File: src/rtl/cfi_pkg.sv
// Shared CFI types: log entries, fault report, event flag encodings and fault causes.
// VLEN/XLEN mirror the core's virtual-address and register widths.
package cfi_pkg;

  localparam int unsigned VLEN = 39;
  localparam int unsigned XLEN = 64;

  typedef struct packed {
    logic [XLEN-1:0] cause;
    logic [XLEN-1:0] tval;
    logic            valid;
  } exception_t;

  typedef struct packed {
    logic [3:0]      flags;
    logic [VLEN-1:0] pc;
    logic [VLEN-1:0] target;
    logic            is_compressed;
  } cfi_log_t;

  localparam logic [3:0] CFI_FLAG_BRANCH = 4'b1000;
  localparam logic [3:0] CFI_FLAG_JUMP   = 4'b0100;
  localparam logic [3:0] CFI_FLAG_CALL   = 4'b0110;
  localparam logic [3:0] CFI_FLAG_RETURN = 4'b0101;

  localparam logic [XLEN-1:0] CFI_CAUSE_MISMATCH  = XLEN'(32'h20);
  localparam logic [XLEN-1:0] CFI_CAUSE_OVERFLOW  = XLEN'(32'h21);
  localparam logic [XLEN-1:0] CFI_CAUSE_UNDERFLOW = XLEN'(32'h22);

  typedef enum logic [1:0] {
    CFI_IDLE  = 2'd0,
    CFI_BUSY  = 2'd1,
    CFI_FAULT = 2'd2
  } cfi_state_e;

  function automatic int unsigned max4(input int unsigned a, input int unsigned b,
                                       input int unsigned c, input int unsigned d);
    int unsigned m;
    m = a;
    if (b > m) m = b;
    if (c > m) m = c;
    if (d > m) m = d;
    return m;
  endfunction

endpackage

File: src/rtl/cfi_shadow_stack.sv
// Circular LIFO of return addresses. In WRAP mode a push on a full stack
// overwrites the oldest entry, which is exactly the slot the write pointer sits on.
module cfi_shadow_stack
  import cfi_pkg::*;
#(
  parameter int unsigned DEPTH = 16,
  parameter bit          WRAP  = 1'b0,
  localparam int unsigned PW   = $clog2(DEPTH),
  localparam int unsigned CW   = PW + 1
) (
  input  logic            clk_i,
  input  logic            rst_ni,
  input  logic            push_i,
  input  logic            pop_i,
  input  logic            clear_i,
  input  logic [VLEN-1:0] data_i,
  output logic [VLEN-1:0] top_o,
  output logic            full_o,
  output logic            empty_o,
  output logic [CW-1:0]   count_o
);

  logic [VLEN-1:0] mem_q [DEPTH];
  logic [PW-1:0]   wp_q, wp_d;
  logic [CW-1:0]   cnt_q, cnt_d;
  logic [PW-1:0]   top_idx;
  logic            wr_en;

  assign full_o  = (cnt_q == CW'(DEPTH));
  assign empty_o = (cnt_q == '0);
  assign count_o = cnt_q;
  assign top_idx = wp_q - PW'(1);
  assign top_o   = mem_q[top_idx];

  always_comb begin
    wp_d  = wp_q;
    cnt_d = cnt_q;
    wr_en = 1'b0;
    if (clear_i) begin
      wp_d  = '0;
      cnt_d = '0;
    end else if (push_i && (!full_o || WRAP)) begin
      wr_en = 1'b1;
      wp_d  = wp_q + PW'(1);
      if (!full_o) cnt_d = cnt_q + CW'(1);
    end else if (pop_i && !empty_o) begin
      wp_d  = wp_q - PW'(1);
      cnt_d = cnt_q - CW'(1);
    end
  end

  always_ff @(posedge clk_i or negedge rst_ni) begin
    if (!rst_ni) begin
      wp_q  <= '0;
      cnt_q <= '0;
    end else begin
      wp_q  <= wp_d;
      cnt_q <= cnt_d;
    end
  end

  always_ff @(posedge clk_i) begin
    if (wr_en) mem_q[wp_q] <= data_i;
  end

endmodule

File: src/rtl/cfi_backend_shadow_stack.sv
// CFI log backend: pops one event per accepted log entry, charges a per-type
// stall, and checks returns against a hardware shadow stack.
module cfi_backend_shadow_stack
  import cfi_pkg::*;
#(
  parameter int unsigned NR_STALL_BRANCH  = 1,
  parameter int unsigned NR_STALL_JUMP    = 1,
  parameter int unsigned NR_STALL_CALL    = 2,
  parameter int unsigned NR_STALL_RETURN  = 2,
  parameter int unsigned SS_DEPTH         = 16,
  parameter bit          OVERFLOW_WRAP    = 1'b0,
  parameter bit          STRICT_UNDERFLOW = 1'b1,
  localparam int unsigned SS_CW           = $clog2(SS_DEPTH) + 1
) (
  input  logic             clk_i,
  input  logic             rst_ni,
  input  cfi_log_t         log_i,
  input  logic             queue_empty_i,
  output logic             queue_pop_o,
  input  logic             flush_i,
  output exception_t       cfi_fault_o,
  output logic [SS_CW-1:0] ss_count_o
);

  localparam int unsigned MAX_STALL = max4(NR_STALL_BRANCH, NR_STALL_JUMP,
                                           NR_STALL_CALL, NR_STALL_RETURN);
  localparam int unsigned STALL_W   = $clog2(MAX_STALL) + 1;

  typedef logic [STALL_W-1:0] stall_t;

  localparam stall_t STALL_BR  = stall_t'(NR_STALL_BRANCH);
  localparam stall_t STALL_JMP = stall_t'(NR_STALL_JUMP);
  localparam stall_t STALL_CAL = stall_t'(NR_STALL_CALL);
  localparam stall_t STALL_RET = stall_t'(NR_STALL_RETURN);

  cfi_state_e      state_q, state_d;
  stall_t          cnt_q, cnt_d;
  exception_t      fault_q, fault_d;

  logic            pop;
  logic            ss_push, ss_pop, ss_clear, ss_full, ss_empty;
  logic [VLEN-1:0] ss_top, ret_addr;
  logic            take_fault;
  logic [XLEN-1:0] cause_sel;
  stall_t          stall_sel;

  assign ret_addr = log_i.pc + (log_i.is_compressed ? VLEN'(2) : VLEN'(4));

  always_comb begin
    state_d    = state_q;
    cnt_d      = cnt_q;
    fault_d    = '0;
    pop        = 1'b0;
    ss_push    = 1'b0;
    ss_pop     = 1'b0;
    ss_clear   = 1'b0;
    take_fault = 1'b0;
    cause_sel  = '0;
    stall_sel  = '0;
    // Flush wins over everything, including a pop or fault in the same cycle.
    if (flush_i) begin
      state_d  = CFI_IDLE;
      cnt_d    = '0;
      ss_clear = 1'b1;
    end else begin
      case (state_q)
        CFI_IDLE: begin
          if (!queue_empty_i) begin
            pop = 1'b1;
            case (log_i.flags)
              CFI_FLAG_BRANCH: stall_sel = STALL_BR;
              CFI_FLAG_JUMP:   stall_sel = STALL_JMP;
              CFI_FLAG_CALL: begin
                stall_sel = STALL_CAL;
                if (!ss_full || OVERFLOW_WRAP) begin
                  ss_push = 1'b1;
                end else begin
                  take_fault = 1'b1;
                  cause_sel  = CFI_CAUSE_OVERFLOW;
                end
              end
              CFI_FLAG_RETURN: begin
                stall_sel = STALL_RET;
                if (!ss_empty) begin
                  ss_pop = 1'b1;
                  if (ss_top != log_i.target) begin
                    take_fault = 1'b1;
                    cause_sel  = CFI_CAUSE_MISMATCH;
                  end
                end else if (STRICT_UNDERFLOW) begin
                  take_fault = 1'b1;
                  cause_sel  = CFI_CAUSE_UNDERFLOW;
                end
              end
              default: stall_sel = '0;
            endcase
            cnt_d = stall_sel;
            if (take_fault) begin
              state_d       = CFI_FAULT;
              fault_d.valid = 1'b1;
              fault_d.cause = cause_sel;
              fault_d.tval  = XLEN'(log_i.pc);
            end else if (stall_sel != '0) begin
              state_d = CFI_BUSY;
            end
          end
        end
        CFI_BUSY: begin
          cnt_d = cnt_q - stall_t'(1);
          if (cnt_q == stall_t'(1)) state_d = CFI_IDLE;
        end
        CFI_FAULT: state_d = CFI_FAULT;
        default:   state_d = CFI_IDLE;
      endcase
    end
  end

  always_ff @(posedge clk_i or negedge rst_ni) begin
    if (!rst_ni) begin
      state_q <= CFI_IDLE;
      cnt_q   <= '0;
      fault_q <= '0;
    end else begin
      state_q <= state_d;
      cnt_q   <= cnt_d;
      fault_q <= fault_d;
    end
  end

  cfi_shadow_stack #(
    .DEPTH (SS_DEPTH),
    .WRAP  (OVERFLOW_WRAP)
  ) u_ss (
    .clk_i   (clk_i),
    .rst_ni  (rst_ni),
    .push_i  (ss_push),
    .pop_i   (ss_pop),
    .clear_i (ss_clear),
    .data_i  (ret_addr),
    .top_o   (ss_top),
    .full_o  (ss_full),
    .empty_o (ss_empty),
    .count_o (ss_count_o)
  );

  assign queue_pop_o = pop;
  assign cfi_fault_o = fault_q;

endmodule

File: config.mk
export PLATFORM = sky130hd
export DESIGN_NAME = cfi_backend_shadow_stack
export DESIGN_NICKNAME = d
export VERILOG_FILES = /design/src/rtl/cfi_pkg.sv /design/src/rtl/cfi_shadow_stack.sv /design/src/rtl/cfi_backend_shadow_stack.sv
export SDC_FILE = /design/constraint.sdc
export NUM_CORES = 1
export LEC_CHECK = 0
export BUFFER_PORTS_ARGS = -buffer_cell sky130_fd_sc_hd__buf_2
export CAP_MARGIN = 20
export CORE_MARGIN = 4
export CORE_UTILIZATION = 60
export DETAILED_ROUTE_END_ITERATION = 16
export PLACE_DENSITY = 0.83
export SLEW_MARGIN = 40
export SYNTH_ARGS = -nofsm -noshare
export SYNTH_HDL_FRONTEND = slang
export SYNTH_HIERARCHICAL = 1
export SYNTH_SLANG_ARGS = --single-unit
File: constraint.sdc
create_clock -name clk_i -period 7 [get_ports clk_i]
set_clock_uncertainty 0.1 [all_clocks]
set_input_delay 0.7 -clock clk_i [delete_from_list [all_inputs] [get_ports clk_i]]
set_output_delay 0.7 -clock clk_i [all_outputs]
set_load 0.02 [all_outputs]
-- Yosys cells after proc, flatten, opt, wreduce, memory -nomap -nowiden
Memory sizes are Yosys's and may differ from the RTL's.
Index checks and enable logic that the tools add are counted.
- logic and storage cells: 95
- register bits after elaboration: 142
- output and inout port bits: 135
- memories: 1
- bits in writable memories: 624
- multiplexer cells: 54
- equality and inequality tests: 13
- reductions and logical operators: 14
- add/subtract/negate cells: 6
- memories (memory ; words ; width ; rd ports ; clocked after memory_dff ; write ports ; line ; text):
    u_ss.mem_q ; 16 ; 39 ; 1 ; 0 ; 1 ; cfi_shadow_stack.sv:23 ; logic [VLEN-1:0] mem_q [DEPTH];
- operator list (operator ; count):
    two-way mux 129 bit ; 4
    case mux 64 bit (2 select lines) ; 1
    two-way mux 64 bit ; 1
    adder 39 x 3 -> 39 bit ; 1
    inequality test 39 bit ; 1
    two-way mux 1 bit ; 24
    two-way mux 2 bit ; 10
    two-way mux 5 bit ; 4
    == test 4 x 3 -> 1 bit (second input constant) ; 3
    two-way mux 4 bit ; 3
    two-way mux 6 bit ; 2
    inequality test 3 bit (second input constant) ; 3
    case mux 2 bit (2 select lines) ; 2
    case mux 2 bit (3 select lines) ; 1
    nonzero test 3 bit ; 2
    adder 5 x 1 -> 5 bit (second input constant) ; 1
    == test 5 bit (second input constant) ; 1
    zero test 5 bit ; 1
    subtractor 5 x 1 -> 5 bit (second input constant) ; 1
    adder 4 x 1 -> 4 bit (second input constant) ; 1
    == test 2 x 1 -> 1 bit (second input constant) ; 2
    == test 4 bit (second input constant) ; 1
    inequality test 4 x 3 -> 1 bit (second input constant) ; 1
    AND reduction 2 bit ; 2
    other kinds (11) ; 14

-- Logic depth before layout (Yosys ltp)
Gate-level depths: netlist of the first run.
An unclocked memory read counts as a cell.
- depth in word-level cells: 13
- gate-level depth with buffers: 16
- mapped depth without buffers: 11

-- Cells and area by module
Netlist of the first run, hierarchy kept.
- modules (own cells, without submodules) (module ; cells an instance ; sequential area each (um2) ; area each (um2) ; instances):
    cfi_shadow_stack ; 976 ; 18963.2 ; 24269.5 ; 1
    cfi_backend_shadow_stack ; 426 ; 1151.1 ; 3709.8 ; 1

-- Worst setup path after synthesis of the first run
No wires, ideal clock.
- path kind: input -> register
- start: input port flush_i
- end: memory u_ss.mem_q[0][0], enable pin
- setup time: 533 ps
- setup slack: 429 ps
- stages: 6
- arrival: 5938 ps
- buffers on the path: 0
- path through: nor4_4 -> nand2_1 -> nor4b_1 -> a21boi_1 -> inv_2 -> nor4_1
- word-level cells in the longest chain between the ends: 6
- RTL lines (item ; line ; text):
    from (decl) ; cfi_backend_shadow_stack.sv:20 ; input logic flush_i,
    two-way mux 1 bit ; cfi_backend_shadow_stack.sv:61 ; if (flush_i) begin
    via ss_push ; cfi_backend_shadow_stack.sv:41 ; logic ss_push, ss_pop, ss_clear, ss_full, ss_empty;
    logical AND 1 bit ; cfi_shadow_stack.sv:42 ; end else if (push_i && (!full_o || WRAP)) begin
    two-way mux 1 bit ; cfi_shadow_stack.sv:42 ;
    two-way mux 1 bit ; cfi_shadow_stack.sv:39 ; if (clear_i) begin
    two-way mux 1 bit ; cfi_shadow_stack.sv:63 ; if (wr_en) mem_q[wp_q] <= data_i;
    two-way mux 1 bit (not written as such) ; cfi_shadow_stack.sv:63 ;
    to (decl) ; cfi_shadow_stack.sv:23 ;
The timed path passes the listed nets, and every way through them passes these cells.

==> out/results.txt, run 1 <==
Detailed Route Iter0 Violations: 1,967
R2R Path Start: u_ss/wp_q[0]
Max Cap Viol: 0
Insertion delay to the later sink of the worst-skew pair: 0.60 ns
Top cells by area, synth: edfxtp_1, mux4_2, dfrtp_1, buf_4, xnor2_1
H-tree depth: 3
Total CTS buffers: 68
CTS max path bufs: 3
Top-area cell type share of the netlist area: 67.0%
Worst Path Arrival: 5.33 ns
# IOs: 222
Area Growth Syn to Fin: 14.5%
Crit Path Class: reg2reg
Setup crit end: cfi_fault_o[30]
Post-CTS setup buffer count: 0
Most common cell in the netlist: edfxtp_1
Main flop type after synthesis: edfxtp_1
Crit path launch type: flip-flop
Initial Util: 61.1%
Slew headroom: 40.4%
Worst VDD drop: 0.000202 V
Post-CTS sizing: 0
Asr flop ratio synth: 8.10%
Number of global-route vias before repair: 15,100
DR pass1 iterations: 6
# DRC: 0
Critical R2R Capture: cfi_fault_o[30]
Final worst-path cycle share: 71.6%
Leak: 10.7 nW
Hold Vio Cnt, Final: 0
Avg Cell Area, Syn: 20.0 µm²
CP Capture Type: flip-flop
Final hold slack: 0.0733 ns
Routability Congestion: 0.788
Least-Margin Pin Slew: 0.895 ns
Synth Instances: 1,402
Outcome: finished clean
Setup crit start: u_ss/wp_q[0]
Die ar.: 50,200 µm²
Distinct cells, synth: 58
Post-DP HPWL: 40,800 µm
Core Area: 45,800 µm²
Nets: 1,692
Ys Warns: 6
Number of vias per cell: 6.68
Row count: 78
Fillers: 2,539
Fin. max-slew vios: 0
I/O Buffers: 135
#FFs+latches synth: 679
Dominant cell type by area after synthesis: edfxtp_1
Peak fanout along the critical path: 40
Tmin final: 5.01 ns
Total Routed Length: 71,600 µm
Antenna cells: 0
Clock transition at the registers of the reported paths: 0.06 ns
Mapped Area: 28,000 µm²
Via count: 15,000
Data required, critical path: 7.32 ns
Initial antenna violation count: 2
CTS tree: built
Setup_tns: 0 ns
Largest net degree at the start of global routing: 65
Fraction of layout cells with a size suffix above 1: 32.7%
Overall die height: 224 µm
Hold WC Path Type: in2async
Hold buffers post-CTS: 0
Die width: 224 µm
Grt total ovfl: 0
Total track usage: 28.7%
First-pass GRT wire length: 104,000 µm
Synth cell count leaders: edfxtp_1, mux4_2, buf_4
Wire length per cell: 31.9 µm
Final Setup Violations: 0
Routed Antenna Nets: 0
Power Dens Cells: 260 nW/µm²
CTS Root Cell: clkbuf_16
Clk sink count: 679
Reg2reg setup slack: 1.99 ns
Worst Reg-to-Reg Cells: 11
Peak Freq: 199 MHz
RSZ-0062 raised after global routing: false
EDFF count, synth: 624
Seq/Total Area, Yosys: 71.9%
==> kinds of logic (layout without fill, tap and decap cells) <==
kind of cell             Yosys count  after routing  synth area share, %
XOR/XNOR                          84             84                 2.63
AO/OA/AOI/OAI                     41             41                0.970
adder cells (fa/ha/maj)           13             13                0.635
other                              1             86               0.0134
buffers and inverters            162            318                 3.73
flip-flops                       679            679                 71.9
multiplexers                     198            198                 15.8
AND/OR/NAND/NOR                  224            224                 4.32
==> worst min path at each step <==
stage / cells past startpoint / endpoint / slack, ns / startpoint
floorplan: 0 / cfi_fault_o[10] / 0.30 / rst_ni
global placement: 3 / cnt_q[1] / 0.52 / cnt_q[1]
detailed placement: 2 / u_ss/count_o[3] / 0.53 / u_ss/count_o[3]
CTS: 2 / u_ss/count_o[4] / 0.23 / rst_ni
global route: 2 / u_ss/count_o[0] / 0.12 / rst_ni
finish: 2 / u_ss/count_o[0] / 0.07 / rst_ni
==> registers in the layout, summed over array words and instances (netlist names) <==
register      flops
cfi_fault_o      42
cnt_q             2
state_q           2
u_ss/count_o      5
u_ss/mem_q      624
u_ss/wp_q         4
==> area by class of cell <==
type | instances | area, µm² | share of cell area [%]
clock buffers | 89 | 1800 | 5.62
clock inverters | 32 | 362 | 1.13
inverters | 12 | 45.0 | 0.141
multi-input cells | 646 | 7560 | 23.6
flip-flops and latches | 679 | 20100 | 62.8
well taps | 600 | 751 | 2.34
repair buffers | 185 | 1400 | 4.37
==> per-layer routing <==
| metal | track usage (%) | routed length, µm | vias to the layer above |
|---|---|---|---|
| li1 | - | - | 5863 |
| met1 | 39.0 | 24200 | 7731 |
| met2 | 47.2 | 36000 | 1194 |
| met3 | 5.69 | 8470 | 200 |
| met4 | 11.1 | 2860 | 4 |
| met5 | 0 | 27 | - |
==> through the flow <==
| stage | power [mW] | instances | setup slack, ns | util, % | area (µm²) |
|---|---|---|---|---|---|
| 2_1_floorplan | 4.72 | 1487 | 0.429 | - | 28300 |
| 3_3_place_gp | 4.78 | 2099 | 1.79 | 63.6 | 29100 |
| 3_5_place_dp | 4.80 | 2120 | 1.97 | 65.0 | 29800 |
| 4_1_cts | 8.34 | 2241 | 1.83 | 69.8 | 31900 |
| 5_1_grt | 8.55 | 2243 | 1.79 | 70.0 | 32000 |
| 6_report | 8.32 | 2243 | 1.99 | 70.0 | 32000 |
==> power breakdown <==
part / total (mW) / internal (mW) / switching, mW
Sequential: 4.45 / 4.44 / 0.00315
Combinational: 0.283 / 0.0745 / 0.209
Clock: 3.59 / 2.11 / 1.47
Total: 8.32 / 6.63 / 1.69
==> cells in the final DEF, fill, tap and decap left out, drive strengths merged, types with 18 or more instances in the layout <==
| cell type | count |
|---|---|
| buf | 185 |
| clkbuf | 89 |
| clkinv | 20 |
| conb | 86 |
| dfrtp | 55 |
| edfxtp | 624 |
| mux4 | 195 |
| nand2 | 51 |
| nand4 | 25 |
| nor2 | 57 |
| nor3b | 18 |
| xnor2 | 68 |
==> worst max-delay path: stages (launching register included) <==
cell	delay, ns
dfrtp_4	0.66
inv_1	0.17
ha_4	0.56
buf_12	0.29
buf_4	0.37
mux4_2	0.36
mux4_2	0.51
xor2_1	0.23
or4_1	0.49
nor3_1	0.24
and3_4	0.61
nor3b_1	0.18
(Power assumes the default switching activity.)
==> run 2: changes to the inputs <==
--- a/config.mk
+++ b/config.mk
@@ -5,12 +5,13 @@
 export SDC_FILE = /design/constraint.sdc
 export NUM_CORES = 1
 export LEC_CHECK = 0
+export ABC_AREA = 1
 export BUFFER_PORTS_ARGS = -buffer_cell sky130_fd_sc_hd__buf_2
 export CAP_MARGIN = 20
 export CORE_MARGIN = 4
-export CORE_UTILIZATION = 60
+export CORE_UTILIZATION = 54
 export DETAILED_ROUTE_END_ITERATION = 16
-export PLACE_DENSITY = 0.83
+export PLACE_DENSITY = 0.79
 export SLEW_MARGIN = 40
 export SYNTH_ARGS = -nofsm -noshare
 export SYNTH_HDL_FRONTEND = slang
==> constraint.sdc (replaced) <==
create_clock -name clk_i -period 4.3 [get_ports clk_i]
set_clock_uncertainty 0.1 [all_clocks]
set_input_delay 0.43 -clock clk_i [delete_from_list [all_inputs] [get_ports clk_i]]
set_output_delay 0.43 -clock clk_i [all_outputs]
set_load 0.02 [all_outputs]
==> run 2 against run 1 <==
  * Non-clock buffer count grew 39
  * Die area grew 16%
  * Cell area grew 3.8%
  * Highest routed layer unchanged
  * Register-to-register slack lost 1.8 ns
  * First-iteration DRC count grew 34%
  * Total power grew 84%
  * Synthesized area grew 5.4%
==> out/results.txt, run 2 <==
Setup crit start: u_ss/wp_q[0] (unchanged)
Mapped Area: 29,500 µm² (was 28,000 µm²)
Top cells by area, synth: edfxtp_1, nor2_1, dfrtp_1, o21ai_0, nand3_1 (was edfxtp_1, mux4_2, dfrtp_1, buf_4, xnor2_1)
Fin. max-slew vios: 0 (unchanged)
CTS tree: built (unchanged)
Core Area: 53,900 µm² (was 45,800 µm²)
Grt total ovfl: 0 (unchanged)
Critical R2R Capture: cfi_fault_o[19] (was cfi_fault_o[30])
Seq/Total Area, Yosys: 68.2% (was 71.9%)
Clk sink count: 679 (unchanged)
Number of global-route vias before repair: 20,500 (was 15,100)
Worst Path Buf+Inv: 4 (was 3)
Hold Vio Cnt, Final: 0 (unchanged)
Initial antenna violation count: 4 (was 2)
EDFF count, synth: 624 (unchanged)
Leak: 12.4 nW (was 10.7 nW)
I/O Buffers: 135 (unchanged)
DR pass1 iterations: 6 (unchanged)
Total Routed Length: 77,400 µm (was 71,600 µm)
Row count: 85 (was 78)
Hold WC Path Type: in2reg (was in2async)
Setup_tns: 0 ns (unchanged)
Least-Margin Pin Slew: 0.871 ns (was 0.895 ns)
Die width: 242 µm (was 224 µm)
R2R Path Start: u_ss/wp_q[0] (unchanged)
Total CTS buffers: 61 (was 68)
First-pass GRT wire length: 117,000 µm (was 104,000 µm)
Fin area: 33,300 µm² (was 32,000 µm²)
Distinct cells, synth: 37 (was 58)
Peak Freq: 244 MHz (was 199 MHz)
Fillers: 3,839 (was 2,539)
H-tree depth: 2 (was 3)
CP dominant cell by count: nand2_1 (was mux4_2)
Initial Util: 54.7% (was 61.1%)
DR WL met3: 8910 µm (was 8470 µm)
Max Cap Viol: 0 (unchanged)
Area Growth Syn to Fin: 12.8% (was 14.5%)
Outcome: finished clean (unchanged)
Worst Reg-to-Reg Cells: 20 (was 11)
Commonest non-fill, non-tap cells in the layout: edfxtp_1, nor2_1, o21ai_0, nand2_1, nand3_1 (was edfxtp_1, mux4_2, buf_2, conb_1, clkbuf_16)
#FFs+latches synth: 679 (unchanged)
Final worst-path cycle share: 95.4% (was 71.6%)
DP Area: 31,000 µm² (was 29,800 µm²)
DRT met1 WL: 28,600 µm (was 24,200 µm)
# DRC: 0 (unchanged)
Worst path max stage delay: 0.52 ns (was 0.66 ns)
Setup crit end: cfi_fault_o[19] (was cfi_fault_o[30])
Data required, critical path: 4.68 ns (was 7.32 ns)
CTS Root Cell: clkbuf_16 (unchanged)
Number of vias per cell: 5.96 (was 6.68)
Detailed Route Iter0 Violations: 2,640 (was 1,967)
Via count: 20,800 (was 15,000)
Dominant cell type by area after synthesis: edfxtp_1 (unchanged)
Top-area cell type share of the netlist area: 63.6% (was 67.0%)
Largest Register: u_ss/mem_q (unchanged)
CTS max path bufs: 3 (unchanged)
Metal2 WL: 36,400 µm (was 36,000 µm)
Ys Warns: 6 (unchanged)
Synth cell count leaders: edfxtp_1, nor2_1, o21ai_0 (was edfxtp_1, mux4_2, buf_4)
Post-DP HPWL: 43,400 µm (was 40,800 µm)
Synth Instances: 2,589 (was 1,402)
CP Capture Type: flip-flop (unchanged)
CP top delay family: simple AND/OR/NAND/NOR gates (unchanged)
Final hold slack: 0.0264 ns (was 0.0733 ns)
Asr flop ratio synth: 8.10% (unchanged)
Routed Antenna Nets: 0 (unchanged)
Slew headroom: 42.0% (was 40.4%)
Power Dens Cells: 460 nW/µm² (was 260 nW/µm²)
Main flop type after synthesis: edfxtp_1 (unchanged)
Largest net degree at the start of global routing: 179 (was 65)
Worst VDD drop: 0.000352 V (was 0.000202 V)
Avg Cell Area, Syn: 11.4 µm² (was 20.0 µm²)
Highest-delay cell along the critical path: dfrtp_4 (unchanged)
Insertion delay to the later sink of the worst-skew pair: 0.62 ns (was 0.60 ns)
# IOs: 222 (unchanged)
Reg2reg setup slack: 0.20 ns (was 1.99 ns)
RSZ-0062 raised after global routing: false (unchanged)
Overall die height: 242 µm (was 224 µm)
Final Setup Violations: 0 (unchanged)
Hold_sp: log_i[52]
Peak fanout along the critical path: 42 (was 40)
Most common library cell in the layout ignoring fill and taps: edfxtp_1 (unchanged)
Worst Path Arrival: 4.49 ns (was 5.33 ns)
Crit path cell chain: inv_6, ha_4, inv_6, buf_12, nor2_1, o21ai_0, nand3_1, nand3_1, nand2_1, xnor2_1, nand3_1, nor2_1, nand2_1, nor2_1, nand2_1, nand2_1, nand2_1, nand2_1, clkbuf_8, nor2_1 (was inv_1, ha_4, buf_12, buf_4, mux4_2, mux4_2, xor2_1, or4_1, nor3_1, and3_4, nor3b_1)
Crit Path Class: reg2reg (unchanged)
Fraction of layout cells with a size suffix above 1: 12.9% (was 32.7%)
Crit path launch type: flip-flop (unchanged)
Tmin final: 4.10 ns (was 5.01 ns)
Total track usage: 25.5% (was 28.7%)
Routability Congestion: 0.886 (was 0.788)
Largest register FFs: 624 (unchanged)
Clock transition at the registers of the reported paths: 0.06 ns (about the same)
DR top layer: met5 (unchanged)
Nets: 2,842 (was 1,692)
Die ar.: 58,400 µm² (was 50,200 µm²)
Wire length per cell: 22.2 µm (was 31.9 µm)
Crit path depth: 20 (was 11)
Most common cell in the netlist: edfxtp_1 (unchanged)
## run 2: worst min path at each step
stage / slack (ns) / cells after the start / endpoint
2_1_floorplan: 0.03 / 0 / cfi_fault_o[10]
6_report: 0.03 / 3 / cfi_fault_o[13]
4_1_cts: 0.0002 / 3 / cfi_fault_o[13]
3_5_place_dp: 0.46 / 2 / u_ss/count_o[3]
3_3_place_gp: 0.44 / 2 / u_ss/count_o[3]
5_1_grt: 0.03 / 3 / cfi_fault_o[29]
## run 2: tightest hold or removal path: stages
cell	delay, ns
buf_2	0.12
inv_1	0.09
nor2_1	0.05
## run 2: power breakdown
group          total, mW  switching, mW  internal, mW
sequential          7.27         0.0254          7.25
clock               5.49           2.32          3.17
combinational       2.55           1.75         0.793
total               15.3           4.10          11.2
## run 2: cell type report
class | count | area [µm²] | share of cell area (%)
Sequential cell | 679 | 20100 | 60.5
Inverter | 156 | 603 | 1.81
Timing Repair Buffer | 224 | 1670 | 5.03
Multi-Input combinational cell | 1620 | 7980 | 24.0
Antenna cell | 1 | 2.50 | 0.00752
Tap cell | 696 | 871 | 2.62
Clock inverter | 38 | 408 | 1.23
Clock buffer | 76 | 1600 | 4.82
## run 2: logic make-up (layout without fill, tap and decap cells)
kind of cell	after synthesis	after routing	synth area share (%)
XOR/XNOR	51	51	1.58
AND/OR/NAND/NOR	1063	1063	15.0
other	1	87	0.0127
flip-flops	679	679	68.2
buffers and inverters	375	494	6.60
AO/OA/AOI/OAI	407	407	7.93
adder cells (fa/ha/maj)	13	13	0.603
## run 2: repair_timing
item | in CTS | in global routing
setup endpoints to repair | 0 | 40
gates resized for setup | 0 | 5
hold buffers | 16 | 0
buffers inserted | 0 | 0
hold endpoints to repair | 70 | 0
## run 2: layer usage
metal	global-route usage [%]	vias to the layer above
met5	0	-
met4	10.8	4
met3	3.83	267
met2	41.8	1469
met1	34.4	9950
li1	-	9115
## run 2: stage by stage
stage / util [%] / setup WS, ns / cells / power (mW)
2_1_floorplan: - / 0.513 / 2674 / 9.11
3_3_place_gp: 57.3 / 0.206 / 3356 / 9.77
3_5_place_dp: 57.5 / 0.0430 / 3358 / 9.86
4_1_cts: 61.6 / 0.0130 / 3488 / 15.3
5_1_grt: 61.7 / 0.0128 / 3489 / 15.9
6_report: 61.7 / 0.199 / 3490 / 15.3
